**config.mk**
```make
export PLATFORM = sky130hd
export DESIGN_NAME = wb_dma_ch_gnt_ctl
export DESIGN_NICKNAME = d
export VERILOG_FILES = /design/src/rtl/wb_dma_gnt_pkg.sv /design/src/rtl/wb_dma_chk_cnt.sv /design/src/rtl/wb_dma_ch_gnt_ctl.sv
export SDC_FILE = /design/constraint.sdc
export NUM_CORES = 1
export LEC_CHECK = 0
export BUFFER_PORTS_ARGS = -buffer_cell sky130_fd_sc_hd__buf_2
export CAP_MARGIN = 40
export CORE_UTILIZATION = 35
export DETAILED_ROUTE_END_ITERATION = 12
export PLACE_DENSITY = 0.64
export SLEW_MARGIN = 20
export SYNTH_ARGS = -nofsm -noshare
export SYNTH_HDL_FRONTEND = slang
export SYNTH_SLANG_ARGS = --single-unit
```
**constraint.sdc**
```tcl
create_clock -name clk -period 2.43 [get_ports clk]
set_input_delay 0.3645 -clock clk [delete_from_list [all_inputs] [get_ports clk]]
set_output_delay 0.3645 -clock clk [all_outputs]
set_load 0.005 [all_outputs]
```
**src/rtl/wb_dma_gnt_pkg.sv**
```systemverilog
// Shared definitions for the channel grant controller.
// Latency: n/a (declarations only).
// Backpressure: n/a.
//
// Holds the grant FSM state encoding, the width of a channel index as seen
// by the arbiter, and the default counter widths used by the controller and
// its beat counter.
package wb_dma_gnt_pkg;

   // A channel index on the arbiter interface is always 5 bits wide,
   // independent of how many channels are actually populated.
   localparam int CH_IDX_W  = 5;

   // Default chunk beat counter width (0 loaded means 2**DEF_CNT_W beats).
   localparam int DEF_CNT_W = 9;

   // Default watchdog width for the optional transfer timeout.
   localparam int DEF_TO_W  = 8;

   typedef enum logic [2:0] {
      IDLE   = 3'd0,   // waiting for a grant that points at a live request
      LOAD   = 3'd1,   // latch chunk size, kick the engine
      XFER   = 3'd2,   // counting engine beats
      ADV    = 3'd3,   // tell the arbiter to move on
      SETTLE = 3'd4    // arbiter updates gnt, nothing sampled
   } gnt_state_t;

endpackage

```
**src/rtl/wb_dma_chk_cnt.sv**
```systemverilog
// Chunk beat down-counter: loads a chunk size, decrements once per beat.
// Latency: load and decrement take effect on the next clk edge; flags are combinational from the count.
// Backpressure: none; dec is ignored once the count has reached zero.
//
// Ports:
//   clk, rst  - clock and synchronous active-high reset (count cleared)
//   load      - load load_val into the counter
//   load_val  - chunk size; a value of 0 is loaded as 2**CNT_W beats
//   dec       - one beat completed, decrement
//   zero      - count is zero (chunk exhausted / nothing loaded)
//   last      - count is one, so the next beat finishes the chunk
module wb_dma_chk_cnt
   import wb_dma_gnt_pkg::*;
#(
   parameter int CNT_W = DEF_CNT_W
) (
   input  logic             clk,
   input  logic             rst,
   input  logic             load,
   input  logic [CNT_W-1:0] load_val,
   input  logic             dec,
   output logic             zero,
   output logic             last
);

   // One extra bit so that a zero chunk size can be represented as the full
   // 2**CNT_W beats without aliasing to "empty".
   logic [CNT_W:0] cnt;

   always_ff @(posedge clk) begin
      if (rst) begin
         cnt <= '0;
      end else if (load) begin
         if (load_val == '0)
            cnt <= {1'b1, {CNT_W{1'b0}}};
         else
            cnt <= {1'b0, load_val};
      end else if (dec && !zero) begin
         cnt <= cnt - (CNT_W+1)'(1);
      end
   end

   assign zero = (cnt == '0);
   assign last = (cnt == (CNT_W+1)'(1));

endmodule

```
**src/rtl/wb_dma_ch_gnt_ctl.sv**
```systemverilog
// Requester side of the channel arbiter: registers requests, runs one chunk per grant, then pulses advance.
// Latency: req is ch_req delayed 1 cycle; xfer_start 1 cycle after a valid grant is seen; advance 1 cycle after the last beat or request drop.
// Backpressure: the engine paces beats with xfer_ack; without acks XFER holds (or aborts on the watchdog when WB_DMA_GNT_TIMEOUT_EN is defined).
//
// Ports:
//   clk, rst    - clock and synchronous active-high reset
//   ch_req      - per-channel service requests from the channel registers
//   req         - registered request vector towards the arbiter
//   gnt         - granted channel index from the arbiter
//   advance     - one-cycle pulse: arbiter should move to its next target
//   sel_ch      - channel being served, drives the register-file lookup
//   sel_chk_sz  - chunk size of sel_ch (combinational from the register file)
//   xfer_start  - one-cycle pulse: engine begins the chunk for sel_ch
//   xfer_ack    - engine finished one beat
//   busy        - a chunk is in progress (LOAD and XFER)
//   err         - watchdog abort pulse, valid together with sel_ch
//
// Optional build macro: WB_DMA_GNT_TIMEOUT_EN adds a TO_W-bit watchdog that
// aborts a chunk when the engine stops acknowledging beats. Without it err
// is tied low and XFER may wait forever.
//
// Turnaround per channel: IDLE -> LOAD -> XFER (n beats) -> ADV -> SETTLE.
module wb_dma_ch_gnt_ctl
   import wb_dma_gnt_pkg::*;
#(
   parameter int CH_NUM = 31,
   parameter int CNT_W  = DEF_CNT_W,
   parameter int TO_W   = DEF_TO_W
) (
   input  logic                clk,
   input  logic                rst,
   input  logic [CH_NUM-1:0]   ch_req,
   output logic [CH_NUM-1:0]   req,
   input  logic [CH_IDX_W-1:0] gnt,
   output logic                advance,
   output logic [CH_IDX_W-1:0] sel_ch,
   input  logic [CNT_W-1:0]    sel_chk_sz,
   output logic                xfer_start,
   input  logic                xfer_ack,
   output logic                busy,
   output logic                err
);

   // The arbiter index space is 32 entries; anything else cannot be encoded.
   if (CH_NUM < 1 || CH_NUM > 32 || CNT_W < 1 || TO_W < 2) begin : g_bad_cfg
      $error("wb_dma_ch_gnt_ctl: unsupported CH_NUM/CNT_W/TO_W combination");
   end

   gnt_state_t state;

   // Requests widened to the full 32-entry index space. Unpopulated
   // channels read as 0, so a grant index >= CH_NUM is simply "not
   // requesting" and never indexes outside the vector.
   logic [31:0] req_pad;

   always_comb begin
      req_pad             = '0;
      req_pad[CH_NUM-1:0] = req;
   end

   logic gnt_hit;   // granted channel is actually requesting
   logic sel_req;   // served channel is still requesting

   assign gnt_hit = req_pad[gnt];
   assign sel_req = req_pad[sel_ch];

   // ------------------------------------------------------------------
   // Beat counter
   // ------------------------------------------------------------------
   logic cnt_zero;
   logic cnt_last;
   logic beat;

   // Beats only count while a chunk is running; stray acks elsewhere,
   // including the LOAD cycle, are dropped.
   assign beat = (state == XFER) && xfer_ack;

   wb_dma_chk_cnt #(
      .CNT_W    (CNT_W)
   ) u_chk_cnt (
      .clk      (clk),
      .rst      (rst),
      .load     (state == LOAD),
      .load_val (sel_chk_sz),
      .dec      (beat),
      .zero     (cnt_zero),
      .last     (cnt_last)
   );

   // cnt_zero cannot normally be seen in XFER (the counter is always loaded
   // with at least one beat); treating it as done keeps the FSM from
   // stalling on an empty counter.
   logic chunk_done;
   assign chunk_done = (state == XFER) && (cnt_zero || (beat && cnt_last));

   // ------------------------------------------------------------------
   // Optional watchdog
   // ------------------------------------------------------------------
   logic wd_expire;

`ifdef WB_DMA_GNT_TIMEOUT_EN
   logic [TO_W-1:0] wd;

   // The watchdog would reach all-ones on this edge: leave XFER on the same
   // edge so err and advance show up together in ADV, with sel_ch intact.
   assign wd_expire = (state == XFER) && !xfer_ack &&
                      (wd == {{(TO_W-1){1'b1}}, 1'b0});

   always_ff @(posedge clk) begin
      if (rst) begin
         wd  <= '0;
         err <= 1'b0;
      end else begin
         err <= wd_expire;
         if (state == LOAD || beat)
            wd <= '0;
         else if (state == XFER)
            wd <= wd + TO_W'(1);
      end
   end
`else
   assign wd_expire = 1'b0;
   assign err       = 1'b0;
`endif

   // ------------------------------------------------------------------
   // Grant FSM, all outputs registered
   // ------------------------------------------------------------------
   always_ff @(posedge clk) begin
      if (rst) begin
         state      <= IDLE;
         req        <= '0;
         advance    <= 1'b0;
         sel_ch     <= '0;
         xfer_start <= 1'b0;
         busy       <= 1'b0;
      end else begin
         req        <= ch_req;
         advance    <= 1'b0;
         xfer_start <= 1'b0;

         case (state)
            IDLE: begin
               if (gnt_hit) begin
                  sel_ch     <= gnt;
                  xfer_start <= 1'b1;
                  busy       <= 1'b1;
                  state      <= LOAD;
               end
            end

            // sel_chk_sz for the new sel_ch is valid now; the counter
            // loads it on this edge.
            LOAD: begin
               state <= XFER;
            end

            // Normal completion and a request drop lead to the same ADV,
            // so a last beat coinciding with the drop needs no special case.
            XFER: begin
               if (chunk_done || !sel_req || wd_expire) begin
                  advance <= 1'b1;
                  busy    <= 1'b0;
                  state   <= ADV;
               end
            end

            ADV: begin
               state <= SETTLE;
            end

            // Give the arbiter a cycle to present the next gnt before IDLE
            // looks at it again.
            SETTLE: begin
               state <= IDLE;
            end

            default: begin
               state <= IDLE;
            end
         endcase
      end
   end

endmodule

```
# Word-level counts from Yosys, hierarchy flattened
# Index checks and enable logic that the tools add are counted.
# op_classes
addsub	1
order_cmp	2
eq_ne	6
muxes	15
bitwise_logic	2
reduce_logical	18
# op_table
operator	count
$mux 10	3
$lt 5x6->1 const B	2
$pmux 3 s4	1
$bmux 1 s5	2
$eq 10x1->1 const B	1
$logic_not 10->1	1
$sub 10x1->10 const B	1
$logic_not 9->1	1
$eq 3x2->1 const B	2
$mux 1	6
$mux 3	2
$logic_and 1x1->1	4
$reduce_and 2->1	2
$reduce_bool 2->1	2
$reduce_or 2->1	2
$eq 3x1->1 const B	1
$logic_not 3->1	1
$reduce_and 3->1	1
$logic_not 1->1	2
$logic_or 1x1->1	2
$ne 2x1->1 const B	1
$ne 2x2->1 const B	1
$not 1->1	2
$pmux 1 s2	1
# totals
ff_bits	52
in_bits	48
out_inout_bits	40
word_cells	51

# Longest topological paths before layout
# depth
ltp_word	8
mapped_depth	7
ltp_nobuf	7

# Cells and area by module
# From an unflattened synthesis, not the netlist that was laid out.
# unflattened
hier_cells	240
area_unflattened_um2	2512.4
# modules_own_cells
module	n_inst	cells_each	area_each_um2	seq_area_each_um2
wb_dma_ch_gnt_ctl	1	161	1845.5	840.8
wb_dma_chk_cnt	1	79	666.9	200.2

# Worst setup path before layout
# Ideal clock, no wire load.
# synth_timing
kind	input-to-reg
startpoint	input gnt[1]
endpoint	register busy
setup_ns	0.117
arrival_time_ns	1.918
required_time_ns	2.313
setup_slack_ns	0.395
stages	7
path_buffers	2
path_cell_list	buf_6 > mux4_1 > a221oi_2 > o21ai_2 > and2_1 > buf_6 > a22o_1
# synth_between
elab_chain_cells	4
# synth_lines
element	line	rtl
start, declared	wb_dma_ch_gnt_ctl.sv:34	input logic [CH_IDX_W-1:0] gnt,
$bmux 1 s5	wb_dma_ch_gnt_ctl.sv:64	assign gnt_hit = req_pad[gnt];
$mux 1 (implied by the code)	wb_dma_ch_gnt_ctl.sv:64	
$ne 2x2->1 (no source line)	--	
$reduce_and 3->1 (no source line)	--	
end signal, assigned	wb_dma_ch_gnt_ctl.sv:136	busy <= 1'b0;
end signal, assigned	wb_dma_ch_gnt_ctl.sv:147	busy <= 1'b1;
end signal, assigned	wb_dma_ch_gnt_ctl.sv:163	busy <= 1'b0;
end, declared	wb_dma_ch_gnt_ctl.sv:40	output logic busy,
# No other way between the ends. The select of a mux whose other input is x is not followed.
# A chain may end at the register's enable or synchronous reset.

# Worst setup path after layout
# layout_timing
startpoint	register u_chk_cnt.cnt[4]
endpoint	register u_chk_cnt.cnt[0]
# layout_between
elab_chain_cells	4
# layout_lines
element	line	rtl
start, declared	wb_dma_chk_cnt.sv:28	logic [CNT_W:0] cnt;
start signal, assigned	wb_dma_chk_cnt.sv:35	cnt <= {1'b1, {CNT_W{1'b0}}};
start signal, assigned	wb_dma_chk_cnt.sv:37	cnt <= {1'b0, load_val};
start signal, assigned	wb_dma_chk_cnt.sv:39	cnt <= cnt - (CNT_W+1)'(1);
$logic_not 10->1	wb_dma_chk_cnt.sv:43	assign zero = (cnt == '0);
$logic_not 1->1	wb_dma_chk_cnt.sv:38	end else if (dec && !zero) begin
$logic_and 1x1->1	wb_dma_chk_cnt.sv:38	
$reduce_bool 2->1 (no source line)	--	
# No other way between the ends.

==> results.ini <==
[outcome]
status=finished clean

[final_layout]
multiInputGateArea_um2=1370
post-route-util_pct=45.4
seq_area_um2=1040
antenna_cells=0
final_layout_size_suffix_gt1_share_pct=36.5
syn_to_final_growth_pct=24.3
fillCellCount=658
nets=376

[pwr]
power.internal_mw=1.63
ir_worst_vdd_mv=0.326
p_clk_share_pct=25.5
powerDensity_nw_per_um2=771
p_sw_uw=778
p_seq_share_pct=44.4
p_leak_nw=1.36
p_sw_share_pct=32.3
p_comb_share_pct=30.1
totalPowerFinal_mw=2.41

[cts]
clk_pin_slew_worst_paths_ns=0.10
cts_tree=yes
clock-sinks=52
cts_buffers=5
cts_buffer_depth=2
htreeDepth=2
cts_resized=0
postCtsSetupRepairBufs=0
clock_latency_ns=0.32
hold_buffers=0
root_buffer=clkbuf_8

[logic_synthesis]
synth_most_common_cell=dfxtp_1
yosys.cell_types.count=54
synth_enable_flop_cells=0
synthTopCellsByCount=dfxtp_1, nor2b_1, nand2_1
avgSynthCellArea_um2=10.3
synth.area.top_cells=dfxtp_1, nor2b_1, mux4_2
postSynthRegisterBits=52
netlist_instances=244
ys_seq_area_share_pct=41.5
netlist_area_um2=2510
ys.flop_type=dfxtp_1
synth_top_area_share_pct=41.5
async_flop_share_pct=0
synth.largest_area_cell=dfxtp_1
yosysWarningCount=0
syn-num-nets=295

[global_route]
grt_pass1_vias=2065
grt_util_all_layers_pct=17.3
grt_pass1_wl_um=10100
antenna_found_initial=0
grt_max_degree=31
grt.overflow.total=0

[sta]
setup_viol=0
fin_crit_sh_pct=83.8
final.setup_skew_ns=0.0121
period_needed_ns=2.04
slew_viol_final=0
rsz0062_at_grt=false
fmax_mhz=491
fin_tns_setup_ns=0
hold_violations=0
relSlewSlack_pct=65.4
worst_slew_pin_slew_ns=0.519

[routing]
drtAntennaViolNets=0
via_per_inst=5.12
drtPass1Iterations=4
drt-initial-drc-count=196
wl_per_cell_um=14.7
totalWireLength_um=6210
num_vias=2162
drc=0

[setup_path]
arrival_ns=2.28
path_class=reg -> reg
worst_ep_required_time_ns=2.67
worstSetupStartpointType=flip-flop
cp_max_fo=7
cp-end-kind=flip-flop

[placed_design]
dp_hpwl_um=4750
gp_congestion=0.840
portBuffers=86

[die]
start_util_pct=36.6
boundaryPins=88
die_w_um=86.7
dieArea_um2=7520
core_um2=6870
die_y_um=86.7
rows=30

[hold_path]
hold_class=in -> reg

[run]
drv_cap=0

-- state kept, by name, indices dropped and copies added (netlist names) --
signal         cells
advance            1
busy               1
u_chk_cnt.cnt     10
state              3
xfer_start         1
req               31
sel_ch             5
-- final timing paths --
path                    start                to  slack (ns)  cells after the start
max          u_chk_cnt.cnt[4]  u_chk_cnt.cnt[0]        0.39                      5
min                 ch_req[1]            req[1]        0.25                      2
max reg2reg  u_chk_cnt.cnt[4]  u_chk_cnt.cnt[0]        0.39                      5
min reg2reg          state[1]          state[2]        0.54                      1
-- cell type report --
cell class / instances / area share [%]
timing repair buffer: 89 / 14.5
tap: 96 / 3.85
inverter: 5 / 0.601
clock buffer: 5 / 2.20
multi-input combinational: 172 / 44.0
clock inverter: 3 / 1.48
sequential: 52 / 33.3
-- critical path, stage by stage, from the launching register on --
cell	delay [ns]
dfxtp_1	0.37
or4_4	0.59
nor4b_2	0.31
a21oi_1	0.23
or3_1	0.35
a21oi_1	0.12
-- layout by cell type (no fill, tap or decap), types with 2 or more instances in the layout --
cell / instances
o21ai_0: 4
inv_1: 5
nor2b_1: 37
mux4_2: 7
nand2b_1: 2
a31o_1: 4
xnor2_1: 2
mux2i_1: 2
nor2_1: 12
clkbuf_8: 5
dfxtp_1: 52
nor4_1: 3
nor4b_2: 2
buf_2: 86
and2_1: 2
ha_1: 3
or4_1: 2
a21oi_1: 11
mux2_2: 6
or3_1: 4
a22oi_1: 4
mux4_1: 5
nand2_1: 17
nand3_1: 9
a31oi_1: 4
xor2_1: 2
buf_4: 3
nor3_1: 3
-- routing by layer --
layer / up-vias / routed length (um) / global-route usage, %
li1: 1053 / - / -
met1: 1029 / 2820 / 22.8
met4: 0 / 96 / 4.55
met5: - / 0 / 0
met3: 9 / 378 / 4.48
met2: 71 / 2910 / 28.3
-- power by group through the flow --
stage | registers (mW) | clock network (mW) | logic (mW)
finish | 1.07 | 0.615 | 0.725
global route | 1.08 | 0.673 | 0.810
CTS | 1.07 | 0.627 | 0.727
detailed placement | 1.09 | 0 | 0.723
global placement | 1.08 | 0 | 0.719
floorplan | 1.05 | 0 | 0.549
-- logic make-up after synthesis --
kind of cell	count (synthesis)	share of synthesized area [%]
buffers and inverters	20	3.84
flip-flops	52	41.5
multiplexers	20	15.0
adder cells (fa/ha/maj)	3	1.49
AND/OR/NAND/NOR	100	23.1
other	1	0.149
AO/OA/AOI/OAI	44	13.6
XOR/XNOR	4	1.40
-- metrics by stage --
step	hold WS (ns)	std cells	worst slack, ns	instance area (um2)
final	0.247	422	0.394	3120
after global routing	0.241	422	0.239	3120
after CTS	0.247	422	0.380	3120
after detailed placement	0.511	414	0.217	3010
after global placement	0.504	414	0.241	3010
after floorplan	0.477	244	0.395	2510
Power figures use the tool's default switching activity.
